`config.mk`:
```
export PLATFORM = sky130hd
export DESIGN_NAME = pipe_hazard_ctrl
export DESIGN_NICKNAME = d
export VERILOG_FILES = /design/src/rtl/pipe_hazard_ctrl.sv
export SDC_FILE = /design/constraint.sdc
export NUM_CORES = 1
export LEC_CHECK = 0
export BUFFER_PORTS_ARGS = -buffer_cell sky130_fd_sc_hd__buf_4
export CAP_MARGIN = 15
export CORE_AREA = 2 2 61 63
export CTS_CLUSTER_DIAMETER = 30
export DETAILED_ROUTE_END_ITERATION = 10
export DIE_AREA = 0 0 63 65
export GPL_TIMING_DRIVEN = 0
export PLACE_DENSITY = 0.75
export SLEW_MARGIN = 20
export SYNTH_ARGS = -nofsm -noshare
export SYNTH_HDL_FRONTEND = slang
export SYNTH_SLANG_ARGS = --single-unit
```
`constraint.sdc`:
```
create_clock -name clk -period 1.6 [get_ports clk]
set_input_delay 0 -clock clk [delete_from_list [all_inputs] [get_ports clk]]
set_output_delay 0 -clock clk [all_outputs]
set_load 0.01 [all_outputs]
```
`src/rtl/pipe_hazard_ctrl.sv`:
```
// Pipeline sequencer for the 5-stage core: load-use, redirect, memory-busy
// stalls and the context-switch drain/ack handshake.
module pipe_hazard_ctrl #(
  parameter int PIPE_DEPTH = 4,
  parameter int CNT_W      = 16
) (
  input  logic             clk,
  input  logic             reset,
  input  logic [4:0]       id_rs1,
  input  logic [4:0]       id_rs2,
  input  logic             id_rs1_used,
  input  logic             id_rs2_used,
  input  logic             ex_mem_read,
  input  logic [4:0]       ex_rd,
  input  logic             ex_redirect,
  input  logic             i_mem_busy,
  input  logic             d_mem_busy,
  input  logic             ctx_req,
  input  logic             stat_clr,
  output logic             pc_hold,
  output logic             ifid_hold,
  output logic             ifid_flush,
  output logic             idex_bubble,
  output logic             pipe_freeze,
  output logic             ctx_ack,
  output logic [CNT_W-1:0] stall_cycles,
  output logic [1:0]       dbg_state
);

  typedef enum logic [1:0] {
    RUN      = 2'd0,
    DRAIN    = 2'd1,
    CTX_HOLD = 2'd2
  } state_e;

  localparam int DW = (PIPE_DEPTH < 1) ? 1 : $clog2(PIPE_DEPTH + 1);
  localparam logic [DW-1:0] DEPTH_L = DW'(PIPE_DEPTH);

  state_e           state_q, state_d;
  logic [DW-1:0]    cnt_q, cnt_d;
  logic             ctx_ack_q, ctx_ack_d;
  logic [CNT_W-1:0] stall_q, stall_d;

  logic lu, lu_act;
  logic pc_hold_c, ifid_hold_c, ifid_flush_c, idex_bubble_c, pipe_freeze_c;

  assign lu = ex_mem_read && (ex_rd != 5'd0) &&
              ((id_rs1_used && (id_rs1 == ex_rd)) ||
               (id_rs2_used && (id_rs2 == ex_rd)));

  // A load-use stall only counts when neither freeze nor redirect outranks it.
  assign lu_act = lu && !d_mem_busy && !ex_redirect;

  always_comb begin
    pc_hold_c     = 1'b0;
    ifid_hold_c   = 1'b0;
    ifid_flush_c  = 1'b0;
    idex_bubble_c = 1'b0;
    pipe_freeze_c = 1'b0;
    case (state_q)
      RUN, DRAIN: begin
        if (state_q == DRAIN) begin
          pc_hold_c    = 1'b1;
          ifid_flush_c = 1'b1;
        end
        if (d_mem_busy) begin
          pipe_freeze_c = 1'b1;
          pc_hold_c     = 1'b1;
          ifid_hold_c   = 1'b1;
          ifid_flush_c  = 1'b0;
        end else if (ex_redirect) begin
          ifid_flush_c  = 1'b1;
          idex_bubble_c = 1'b1;
          pc_hold_c     = 1'b0;
        end else if (lu) begin
          pc_hold_c     = 1'b1;
          ifid_hold_c   = 1'b1;
          idex_bubble_c = 1'b1;
          ifid_flush_c  = 1'b0;
        end else if (i_mem_busy) begin
          pc_hold_c    = 1'b1;
          ifid_flush_c = 1'b1;
        end
      end
      CTX_HOLD: begin
        pc_hold_c    = 1'b1;
        ifid_flush_c = 1'b1;
      end
      default: ;
    endcase
  end

  always_comb begin
    state_d = state_q;
    cnt_d   = cnt_q;
    case (state_q)
      RUN: begin
        if (ctx_req) begin
          state_d = DRAIN;
          cnt_d   = DEPTH_L;
        end
      end
      DRAIN: begin
        if (!d_mem_busy && !lu_act && (cnt_q != '0)) cnt_d = cnt_q - DW'(1);
        if (!ctx_req) state_d = RUN;
        else if (cnt_d == '0) state_d = CTX_HOLD;
      end
      CTX_HOLD: begin
        if (!ctx_req) state_d = RUN;
      end
      default: state_d = RUN;
    endcase
  end

  always_comb begin
    ctx_ack_d = (state_d == CTX_HOLD);
    stall_d   = stall_q;
    if (stat_clr) stall_d = '0;
    else if ((state_q == RUN) && pc_hold_c && (stall_q != '1)) stall_d = stall_q + CNT_W'(1);
  end

  always_ff @(posedge clk or negedge reset) begin
    if (!reset) begin
      state_q   <= RUN;
      cnt_q     <= '0;
      ctx_ack_q <= 1'b0;
      stall_q   <= '0;
    end else begin
      state_q   <= state_d;
      cnt_q     <= cnt_d;
      ctx_ack_q <= ctx_ack_d;
      stall_q   <= stall_d;
    end
  end

  // Reset forces every combinational control low, independent of inputs.
  assign pc_hold      = reset & pc_hold_c;
  assign ifid_hold    = reset & ifid_hold_c;
  assign ifid_flush   = reset & ifid_flush_c;
  assign idex_bubble  = reset & idex_bubble_c;
  assign pipe_freeze  = reset & pipe_freeze_c;
  assign ctx_ack      = ctx_ack_q;
  assign stall_cycles = stall_q;
  assign dbg_state    = state_q;

endmodule
```
==> results of run 1 <==
==> worst max-delay path, cell delays in order (launching register included) <==
cell and delay [ns]:
dfrtp_1 0.42, ha_2 0.21, nand3_2 0.08, nand2b_4 0.19, nand2_4 0.09, or4_4 0.49, a21oi_2 0.12
==> area by class of cell <==
type                       count  area [um2]  share of cell area (%)
inverter                       7        26.3                    1.07
clock buffer                   4        26.3                    1.07
timing repair buffer          83         639                    26.0
tap                           48        60.1                    2.44
sequential                    22         558                    22.7
multi-input combinational    134        1110                    45.0
buffer                         5        41.3                    1.68
==> cell usage after synthesis (all sizes together) (2+ instances only) <==
library cell / number
xnor2: 10
or4: 6
nand2: 13
nor4: 3
ha: 3
buf: 3
o31ai: 7
or3: 5
clkbuf: 3
nor3: 3
nor2b: 5
mux2: 5
nand3: 9
nand2b: 2
and3: 3
inv: 7
nor2: 15
nor3b: 3
nand4: 6
o21ai: 9
dfrtp: 22
a21oi: 15
==> registers in the layout, indices dropped and copies added, names as in the netlist <==
register      flops
cnt_q             3
ctx_ack           1
dbg_state         2
stall_cycles     16
==> power by group <==
part	switching, W	leakage [nW]	internal (W)	total, W
Sequential	0.0000524	0.288	0.000607	0.000659
Clock	0.000183	0.0150	0.0000978	0.000281
Combinational	0.000373	0.771	0.000420	0.000793
==> worst max-delay path by stage <==
stage	to	slack, ns	cells after the start	startpoint
floorplan	stall_cycles[2]	-0.09	7	ex_rd[3]
global placement	stall_cycles[2]	-0.45	8	ex_rd[3]
detailed placement	stall_cycles[2]	-0.45	8	ex_rd[3]
CTS	stall_cycles[2]	-0.11	7	stall_cycles[3]
global route	stall_cycles[4]	-0.20	8	stall_cycles[6]
finish	stall_cycles[11]	-0.08	6	stall_cycles[0]
==> per-layer routing <==
| metal | up-vias | GRT usage [%] | share of wire, % |
|---|---|---|---|
| met3 | 12 | 1.91 | 5.9 |
| li1 | 799 | - | - |
| met4 | 0 | 7.50 | 2.4 |
| met5 | - | 0 | 0 |
| met1 | 822 | 28.1 | 42 |
| met2 | 68 | 35.5 | 50 |
==> stage by stage <==
| stage | power, W | hold slack, ns |
|---|---|---|
| floorplan | 0.000955 | -0.296 |
| global placement | 0.00113 | -0.0838 |
| detailed placement | 0.00113 | -0.0822 |
| CTS | 0.00158 | 0.0631 |
| global route | 0.00182 | 0.0990 |
| finish | 0.00173 | 0.0886 |
==> repair_timing <==
item	in CTS	in global routing
pin swaps	17	15
resized for setup	20	26
hold buffers	2	0
buffers inserted	21	12
hold endpoints to repair	25	0
setup endpoints to repair	22	22
cloned	1	0
==> layout by cell type, fill, tap and decap left out, types with 3 or more instances in the layout <==
cell,netlist,routed
o21ai_0,8,7
a21oi_2,0,5
dfrtp_2,0,6
nand4_1,6,6
or3_1,5,5
mux2_4,3,3
clkbuf_1,3,3
buf_4,1,79
o31ai_1,7,4
nor2b_1,5,5
o31ai_2,0,3
xnor2_1,10,10
nor2_1,14,12
nand2_1,13,10
dfrtp_1,22,16
a21oi_1,15,10
nand3_1,9,7
or4_4,0,4
inv_1,7,5
clkbuf_4,0,3
buf_6,1,4
nor3b_2,3,3
==> cell families (layout without fill, tap and decap cells) <==
kind of cell	count (synthesis)	after routing	synth area share, %
compound gates	39	39	17.5
xor+xnor	10	10	5.88
fa+ha+maj	3	3	2.52
buf+inv	13	99	4.03
flops	22	22	36.9
mux	6	6	5.21
simple gates	75	76	27.9
==> results_dict.tcl, run 1 <==
set metrics [dict create \
    drive_gt1_share_pct 55.7 \
    vdd_ir_drop_max_mv 0.632 \
    clk_pin_slew_ns 0.14 \
    cts_buffers 3 \
    grt_use_total_pct 21.0 \
    setup_viol 16 \
    cts_tree "built" \
    initial_core_util_pct 42.6 \
    io_buffers 48 \
    nNetsFinal 284 \
    reg2reg_to "stall_cycles[11]" \
    fin_crit_ns 1.68 \
    diodes 0 \
    fin_ws_ns -0.0814 \
    dr_total_vias 1701 \
    die_w_um 63 \
    routabilityCongestion 0.753 \
    clock_latency_ns 0.33 \
    drt-initial-drc-count 104 \
    dr.pass1.iters 4 \
    fin_area_mm2 0.00246 \
    fp-row-count 22 \
    setup_tns_ns -0.828 \
    ys_warn_count 0 \
    hold_viol 0 \
    placedInstanceArea_mm2 0.00198 \
    slew_headroom_pct 58.9 \
    violations "negative setup slack" \
    crit_type "register to register" \
    cp_max_fo 6 \
    worstReg2RegStart "stall_cycles[0]" \
    fin_crit_sh_pct 105 \
    fill_cells 272 \
    status "finished, violations left" \
    rsz0062_at_grt "yes" \
    die_h_um 65 \
    worst_slew_pin_slew_ns 0.616 \
    ant_nets 0 \
    antenna_found_initial 0 \
    r2r_slack_ns -0.08 \
    htree_levels 1 \
    synth_top_area_cell "dfrtp_1" \
    leakagePower_nw 1.07 \
    grt_pass1_wl_mm 6.84 \
    ys_seq_area_share_pct 36.9 \
    synthToLayoutAreaGrowth_pct 65.0 \
    ys_types 38 \
    place_inst 264 \
    critPathCaptureType "register" \
    start_kind "register" \
    viasPerCell 5.61 \
    maxSlewViolCount 0 \
    ys_seq_elements 22 \
    place_worst_setup_slack_ns -0.448 \
    cts_sinks 22 \
    grt_max_degree 26 \
    root_buffer "clkbuf_4" \
    synthesis.area_mm2 0.00149 \
    wl_per_cell_um 15.6 \
    routed_wirelength_mm 4.73 \
    synth_edf_count 0 \
    drt_drc_violations_left 0 \
    critPathArrivalTime_ns 1.93 \
    core_area_mm2 0.00350 \
    layout.cells.non_filler 303 \
    async_flop_share_pct 100 \
    synth_cells 168 \
    synth.top_cell.area_share_pct 36.9 \
    worstRegToRegCells 6 \
    syn-num-nets 196 \
    cts.path.max_buffers 2 \
    cap_viol_max_count 0 \
    die_area_mm2 0.00410 \
    grt_pass1_vias 1461 \
    fin_util_pct 70.3 \
    syn_avg_cell_area_um2 8.87 \
    p_per_area_mw_per_mm2 705 \
    cp.required_ns 1.85 \
    fin_worst_skew_ns 0.0159 \
    hp-class "input port to asynchronous set/reset pin" \
    grt_overflow 0 \
    synth-main-ff-cell "dfrtp_1" \
    synthTopCellsByArea "dfrtp_1, xnor2_1, a21oi_1, nor2_1, o31ai_1" \
    hpwl_mm 2.63 \
    ioPinCount 49 \
    max_freq_mhz 595 \
]
Note: power is estimated with default switching activity, not from simulation.
==> inputs of run 2 (changes only) <==
--- a/config.mk
+++ b/config.mk
@@ -13,6 +13,7 @@
 export DIE_AREA = 0 0 63 65
 export GPL_TIMING_DRIVEN = 0
 export PLACE_DENSITY = 0.75
+export RECOVER_POWER = 50
 export SLEW_MARGIN = 20
 export SYNTH_ARGS = -nofsm -noshare
 export SYNTH_HDL_FRONTEND = slang
==> results_dict.tcl, run 2 (same netlist as run 1, synthesis figures left out) <==
set metrics [dict create \
    start_kind "register" \
    hpwl_mm 2.63 \
    fin_crit_sh_pct 105 \
    drive_gt1_share_pct 55.3 \
    max_freq_mhz 595 \
    fin_worst_skew_ns 0.0159 \
    clk_pin_slew_ns 0.14 \
    dr.pass1.iters 4 \
    routabilityCongestion 0.753 \
    status "finished, violations left" \
    grt_max_degree 26 \
    layout.cells.non_filler 303 \
    htree_levels 1 \
    drt_drc_violations_left 0 \
    ioPinCount 49 \
    pwr-share-seq_pct 38.1 \
    hp-class "input port to asynchronous set/reset pin" \
    cts.path.max_buffers 2 \
    root_buffer "clkbuf_4" \
    ant_nets 0 \
    drt-initial-drc-count 104 \
    power.share.clock_pct 16.2 \
    finalPower_w 0.00173 \
    diodes 0 \
    largest_register_ffs 16 \
    cp_max_fo 6 \
    io_buffers 48 \
    grt_use_total_pct 21.0 \
    maxSlewViolCount 0 \
    die_w_um 63 \
    die_h_um 65 \
    p_int_w 0.00112 \
    grt_pass1_wl_mm 6.84 \
    die_area_mm2 0.00410 \
    routed_wirelength_mm 4.73 \
    violations "negative setup slack" \
    fp-row-count 22 \
    dr_total_vias 1701 \
    mostFrequentLayoutCell "buf_4" \
    cts_sinks 22 \
    final_cell_mix "buf_4, dfrtp_1, nor2_1" \
    cts_tree "built" \
    vdd_ir_drop_max_mv 0.632 \
    setup_tns_ns -0.830 \
    grt_overflow 0 \
    grt_pass1_vias 1461 \
    critPathArrivalTime_ns 1.89 \
    crit_type "register to register" \
    worst_slew_pin_slew_ns 0.616 \
    cap_viol_max_count 0 \
    hold_viol 0 \
    leakagePower_nw 1.07 \
    power.switching_w 0.000608 \
    switching_share_pct 35.1 \
    cts_buffers 3 \
    fin_crit_ns 1.68 \
    p_comb_share_pct 45.7 \
    nNetsFinal 284 \
    viasPerCell 5.61 \
    critPathCaptureType "register" \
    wl_per_cell_um 15.6 \
    antenna_found_initial 0 \
    p_per_area_mw_per_mm2 705 \
    synthToLayoutAreaGrowth_pct 64.7 \
    rsz0062_at_grt "yes" \
    slew_headroom_pct 58.9 \
    initial_core_util_pct 42.6 \
    clock_latency_ns 0.33 \
    core_area_mm2 0.00350 \
    cp.required_ns 1.81 \
    fin_ws_ns -0.0816 \
    place_inst 264 \
    setup_viol 16 \
    fin_util_pct 70.2 \
]
run 2: cell count changes in the layout (fill, tap and decap cells not counted), sizes merged:
cell,change
buf,-1
clkbuf,+1
run 2: worst paths after layout:
kind | from | endpoint | slack, ns | cells past startpoint
hold reg to reg | cnt_q[2] | cnt_q[2] | 0.61 | 1
setup reg to reg | stall_cycles[6] | stall_cycles[2] | -0.08 | 7
setup / recovery | stall_cycles[6] | stall_cycles[2] | -0.08 | 7
hold / removal | reset | stall_cycles[3] | 0.09 | 2
min in group clk | stat_clr | stall_cycles[5] | 0.09 | 3
max in group asynchronous | reset | stall_cycles[11] | 1.23 | 2
run 2: what timing repair did:
| action | CTS | global route |
|---|---|---|
| setup endpoints to repair | 22 | 22 |
| pin swaps | 17 | 15 |
| gates cloned | 1 | 0 |
| hold buffers | 2 | 0 |
| endpoints found under the hold margin | 25 | 0 |
| buffers inserted | 21 | 12 |
| gates resized for setup | 20 | 26 |
run 2: final cells by class:
cell class / instances / area, um2
plain buffers: 5 / 41.3
multi-input cells: 134 / 1110
flip-flops and latches: 22 / 558
fillers: 274 / 1040
clock buffers: 4 / 26.3
inverters: 7 / 26.3
well taps: 48 / 60.1
repair buffers: 83 / 636
run 2: power groups by stage:
stage	Sequential, W	Combinational, W	Clock (W)
finish	0.000659	0.000790	0.000281
global placement	0.000664	0.000465	0
CTS	0.000650	0.000657	0.000277
detailed placement	0.000666	0.000468	0
global route	0.000664	0.000853	0.000302
floorplan	0.000665	0.000290	0
run 2: metrics by stage:
stage                     hold WS (ns)  cell area, um2  setup WS [ns]
after floorplan                 -0.296            1560        -0.0920
after global placement         -0.0838            1980         -0.452
after detailed placement       -0.0822            1980         -0.448
after CTS                       0.0631            2280         -0.105
after global routing            0.0990            2450         -0.197
final                           0.0886            2450        -0.0816
run 2: layer usage:
metal / up-vias / share of wire (%) / global-route usage (%)
met3: 12 / 5.9 / 1.91
met2: 68 / 50 / 35.5
met5: - / 0 / 0
li1: 799 / - / -
met4: 0 / 2.4 / 7.50
met1: 822 / 42 / 28.1
run 2: critical path, stage by stage (launching register included):
cell      delay (ns)
dfrtp_1         0.40
nand4_1         0.12
buf_6           0.15
nor4_4          0.29
nand2b_4        0.14
nand2_4         0.12
nor3b_2         0.05
mux2_4          0.29
==> inputs of run 3 (changes only) <==
--- a/config.mk
+++ b/config.mk
@@ -5,14 +5,15 @@
 export SDC_FILE = /design/constraint.sdc
 export NUM_CORES = 1
 export LEC_CHECK = 0
+export ABC_AREA = 1
 export BUFFER_PORTS_ARGS = -buffer_cell sky130_fd_sc_hd__buf_4
 export CAP_MARGIN = 15
-export CORE_AREA = 2 2 61 63
+export CORE_AREA = 2 2 59 72
 export CTS_CLUSTER_DIAMETER = 30
 export DETAILED_ROUTE_END_ITERATION = 10
-export DIE_AREA = 0 0 63 65
+export DIE_AREA = 0 0 61 74
 export GPL_TIMING_DRIVEN = 0
-export PLACE_DENSITY = 0.75
+export PLACE_DENSITY = 0.73
 export RECOVER_POWER = 50
 export SLEW_MARGIN = 20
 export SYNTH_ARGS = -nofsm -noshare
==> results_dict.tcl, run 3 <==
set metrics [dict create \
    power.share.clock_pct 27.6 \
    grt_use_total_pct 19.2 \
    antenna_found_initial 0 \
    root_buffer "clkbuf_8" \
    p_comb_share_pct 39.1 \
    worst_slew_pin_slew_ns 0.589 \
    min-delay-start "stat_clr" \
    syn_avg_cell_area_um2 6.57 \
    dr_total_vias 1735 \
    cp_max_fo 8 \
    syn-num-nets 279 \
    max_freq_mhz 590 \
    grt_pass1_vias 1609 \
    synthTopCellsByCount "nand2_1, inv_1, nor2_1, dfrtp_1, nand3_1" \
    die_w_um 61 \
    leakagePower_nw 1.28 \
    wl_per_cell_um 10.8 \
    finalPower_w 0.00193 \
    rsz0062_at_grt "yes" \
    pwr-share-seq_pct 33.3 \
    drt-initial-drc-count 54 \
    cp.required_ns 1.77 \
    synth-simple-area-share_pct 39.8 \
    synth_top_family_by_area "simple AND/OR/NAND/NOR gates" \
    clock_latency_ns 0.27 \
    grt_overflow 0 \
    synthTopCellsByArea "dfrtp_1, nand2_1, inv_1, nor2_1, xor2_1" \
    initial_core_util_pct 42.9 \
    worstReg2RegStart "stall_cycles[0]" \
    cts_tree "built" \
    ys_warn_count 0 \
    viasPerCell 4.73 \
    yosysMostFrequentCell "nand2_1" \
    fin_area_mm2 0.00227 \
    die_h_um 74 \
    nNetsFinal 342 \
    critPathArrivalTime_ns 1.86 \
    ys_types 28 \
    fin_crit_ns 1.70 \
    critPathCaptureType "register" \
    grt_pass1_wl_mm 6.71 \
    cpPeakStageDelay_ns 0.36 \
    synth_top_area_cell "dfrtp_1" \
    mostFrequentLayoutCell "nand2_1" \
    drt_drc_violations_left 0 \
    seq_area_um2 551 \
    die_area_mm2 0.00451 \
    ant_nets 0 \
    largest_register_ffs 16 \
    p_int_w 0.00128 \
    diodes 0 \
    fp-row-count 25 \
    htree_levels 1 \
    power.switching_w 0.000652 \
    synth_xor_area_share_pct 6.37 \
    path_cells "ha_2 > nand2_2 > nor3_4 > nand2_2 > o41ai_4 > buf_4 > nor2_4 > nand2_2 > nand2_1 > nand2_1 > nor2_1" \
    slew_headroom_pct 60.7 \
    synth-main-ff-cell "dfrtp_1" \
    synth_cells 251 \
    fin_crit_sh_pct 106 \
    fill_cells 378 \
    cts_sinks 22 \
    synth.top_cell.area_share_pct 33.4 \
    placedInstanceArea_mm2 0.00208 \
    hold_viol 0 \
    p_per_area_mw_per_mm2 848 \
    synthesis.area_mm2 0.00165 \
    crit_type "register to register" \
    violations "negative setup slack" \
    cpMaxStageDelayCell "dfrtp_1" \
    status "finished, violations left" \
    synthToLayoutAreaGrowth_pct 37.9 \
    ioPinCount 49 \
    core_area_mm2 0.00385 \
    cts_buffers 3 \
    hpwl_mm 3.00 \
    multi_input_area_um2 971 \
    synth.area.mux_share_pct 0 \
    crit_start "stall_cycles[0]" \
    worstRegToRegCells 11 \
    switching_share_pct 33.8 \
    start_kind "register" \
    synth_fa_ha_area_share_pct 2.28 \
    fin_ws_ns -0.0958 \
    cpMostUsedCell "nand2_2" \
    io_buffers 47 \
    cts.path.max_buffers 2 \
    hold_depth 2 \
    cap_viol_max_count 0 \
    async_flop_share_pct 100 \
    drive_gt1_share_pct 29.1 \
    maxSlewViolCount 0 \
    ys_seq_area_share_pct 33.4 \
    synth_edf_count 0 \
    vdd_ir_drop_max_mv 0.538 \
    final_cell_mix "nand2_1, buf_4, inv_1, nor2_1, dfrtp_1" \
    grt_max_degree 25 \
    fin_worst_skew_ns 0.00328 \
    ys_seq_elements 22 \
    synth-compound-area-share_pct 7.59 \
    routed_wirelength_mm 3.98 \
    clk_pin_slew_ns 0.08 \
    setup_viol 16 \
    dr.pass1.iters 4 \
    routabilityCongestion 0.850 \
    hp-class "input port to register" \
]
[run 3: cell types whose count changed after synthesis, moves of 6 or more]
cell	delta
nand2_1	+78
nor2_1	+18
xor2_1	+10
a21oi_1	-9
or4_1	-6
inv_1	+30
o31ai_1	-7
xnor2_1	-8
[run 3: cell type report]
class / count / area share (%)
tap: 54 / 2.97
clock inverter: 1 / 1.32
clock buffer: 3 / 1.82
sequential: 22 / 24.2
buffer: 4 / 1.65
multi-input combinational: 186 / 42.7
timing repair buffer: 58 / 18.9
inverter: 39 / 6.44
[run 3: kinds of logic after synthesis]
logic type,Yosys count
buffers and inverters,43
AND/OR/NAND/NOR,154
AO/OA/AOI/OAI,17
XOR/XNOR,12
flip-flops,22
adder cells (fa/ha/maj),3
[run 3: repair_timing]
action                                  4_1_cts  5_1_grt
buffers inserted                              7        1
hold buffers                                  2        0
endpoints found under the setup margin       17       21
hold endpoints to repair                     23        0
gates resized for setup                       9       12
cloned                                        1        0
pin swaps                                    11       10
[run 3: worst max-delay path: cells and delay by family, from the launching register on]
| kind | cells | cell delay (ns) |
|---|---|---|
| adders and majority gates | 1 | 0.19 |
| buffers and inverters | 1 | 0.18 |
| AOI/OAI and AO/OA | 1 | 0.26 |
| and+or+nand+nor | 8 | 0.60 |
| DFF | 1 | 0.36 |
[run 3: routing by layer]
layer	share of wire [%]	wire (um)	vias to the layer above	global-route usage, %
met3	3.9	155	7	2.43
met5	0	0	-	0
met4	1.9	74	0	6.76
met2	53	2110	42	35.0
li1	-	-	902	-
met1	41	1640	784	22.6
[run 3: power groups by stage]
stage          registers, W  clock network (W)  logic [W]
5_1_grt            0.000648           0.000563   0.000855
3_3_place_gp       0.000662                  0   0.000631
2_1_floorplan      0.000670                  0   0.000421
6_report           0.000642           0.000533   0.000754
3_5_place_dp       0.000664                  0   0.000648
4_1_cts            0.000641           0.000539   0.000732
[run 3: final timing paths]
path | to | slack (ns)
worst max register to register | stall_cycles[9] | -0.1
worst max-delay path | stall_cycles[9] | -0.1
worst min-delay path | stall_cycles[0] | 0.13
min in group asynchronous | stall_cycles[7] | 0.26
worst min register to register | cnt_q[2] | 0.52
max in group asynchronous | stall_cycles[9] | 0.95
[run 3: per-stage QoR]
stage	utilization (%)	std cells	worst slack, ns	hold slack (ns)	setup TNS, ns
2_1_floorplan	-	251	-0.130	-0.296	-1.77
3_3_place_gp	54.0	352	-0.259	-0.0838	-3.81
3_5_place_dp	54.0	352	-0.301	-0.0837	-4.28
4_1_cts	58.5	366	-0.243	0.133	-3.55
5_1_grt	59.1	367	-0.241	0.210	-4.03
6_report	59.1	367	-0.0958	0.131	-1.25
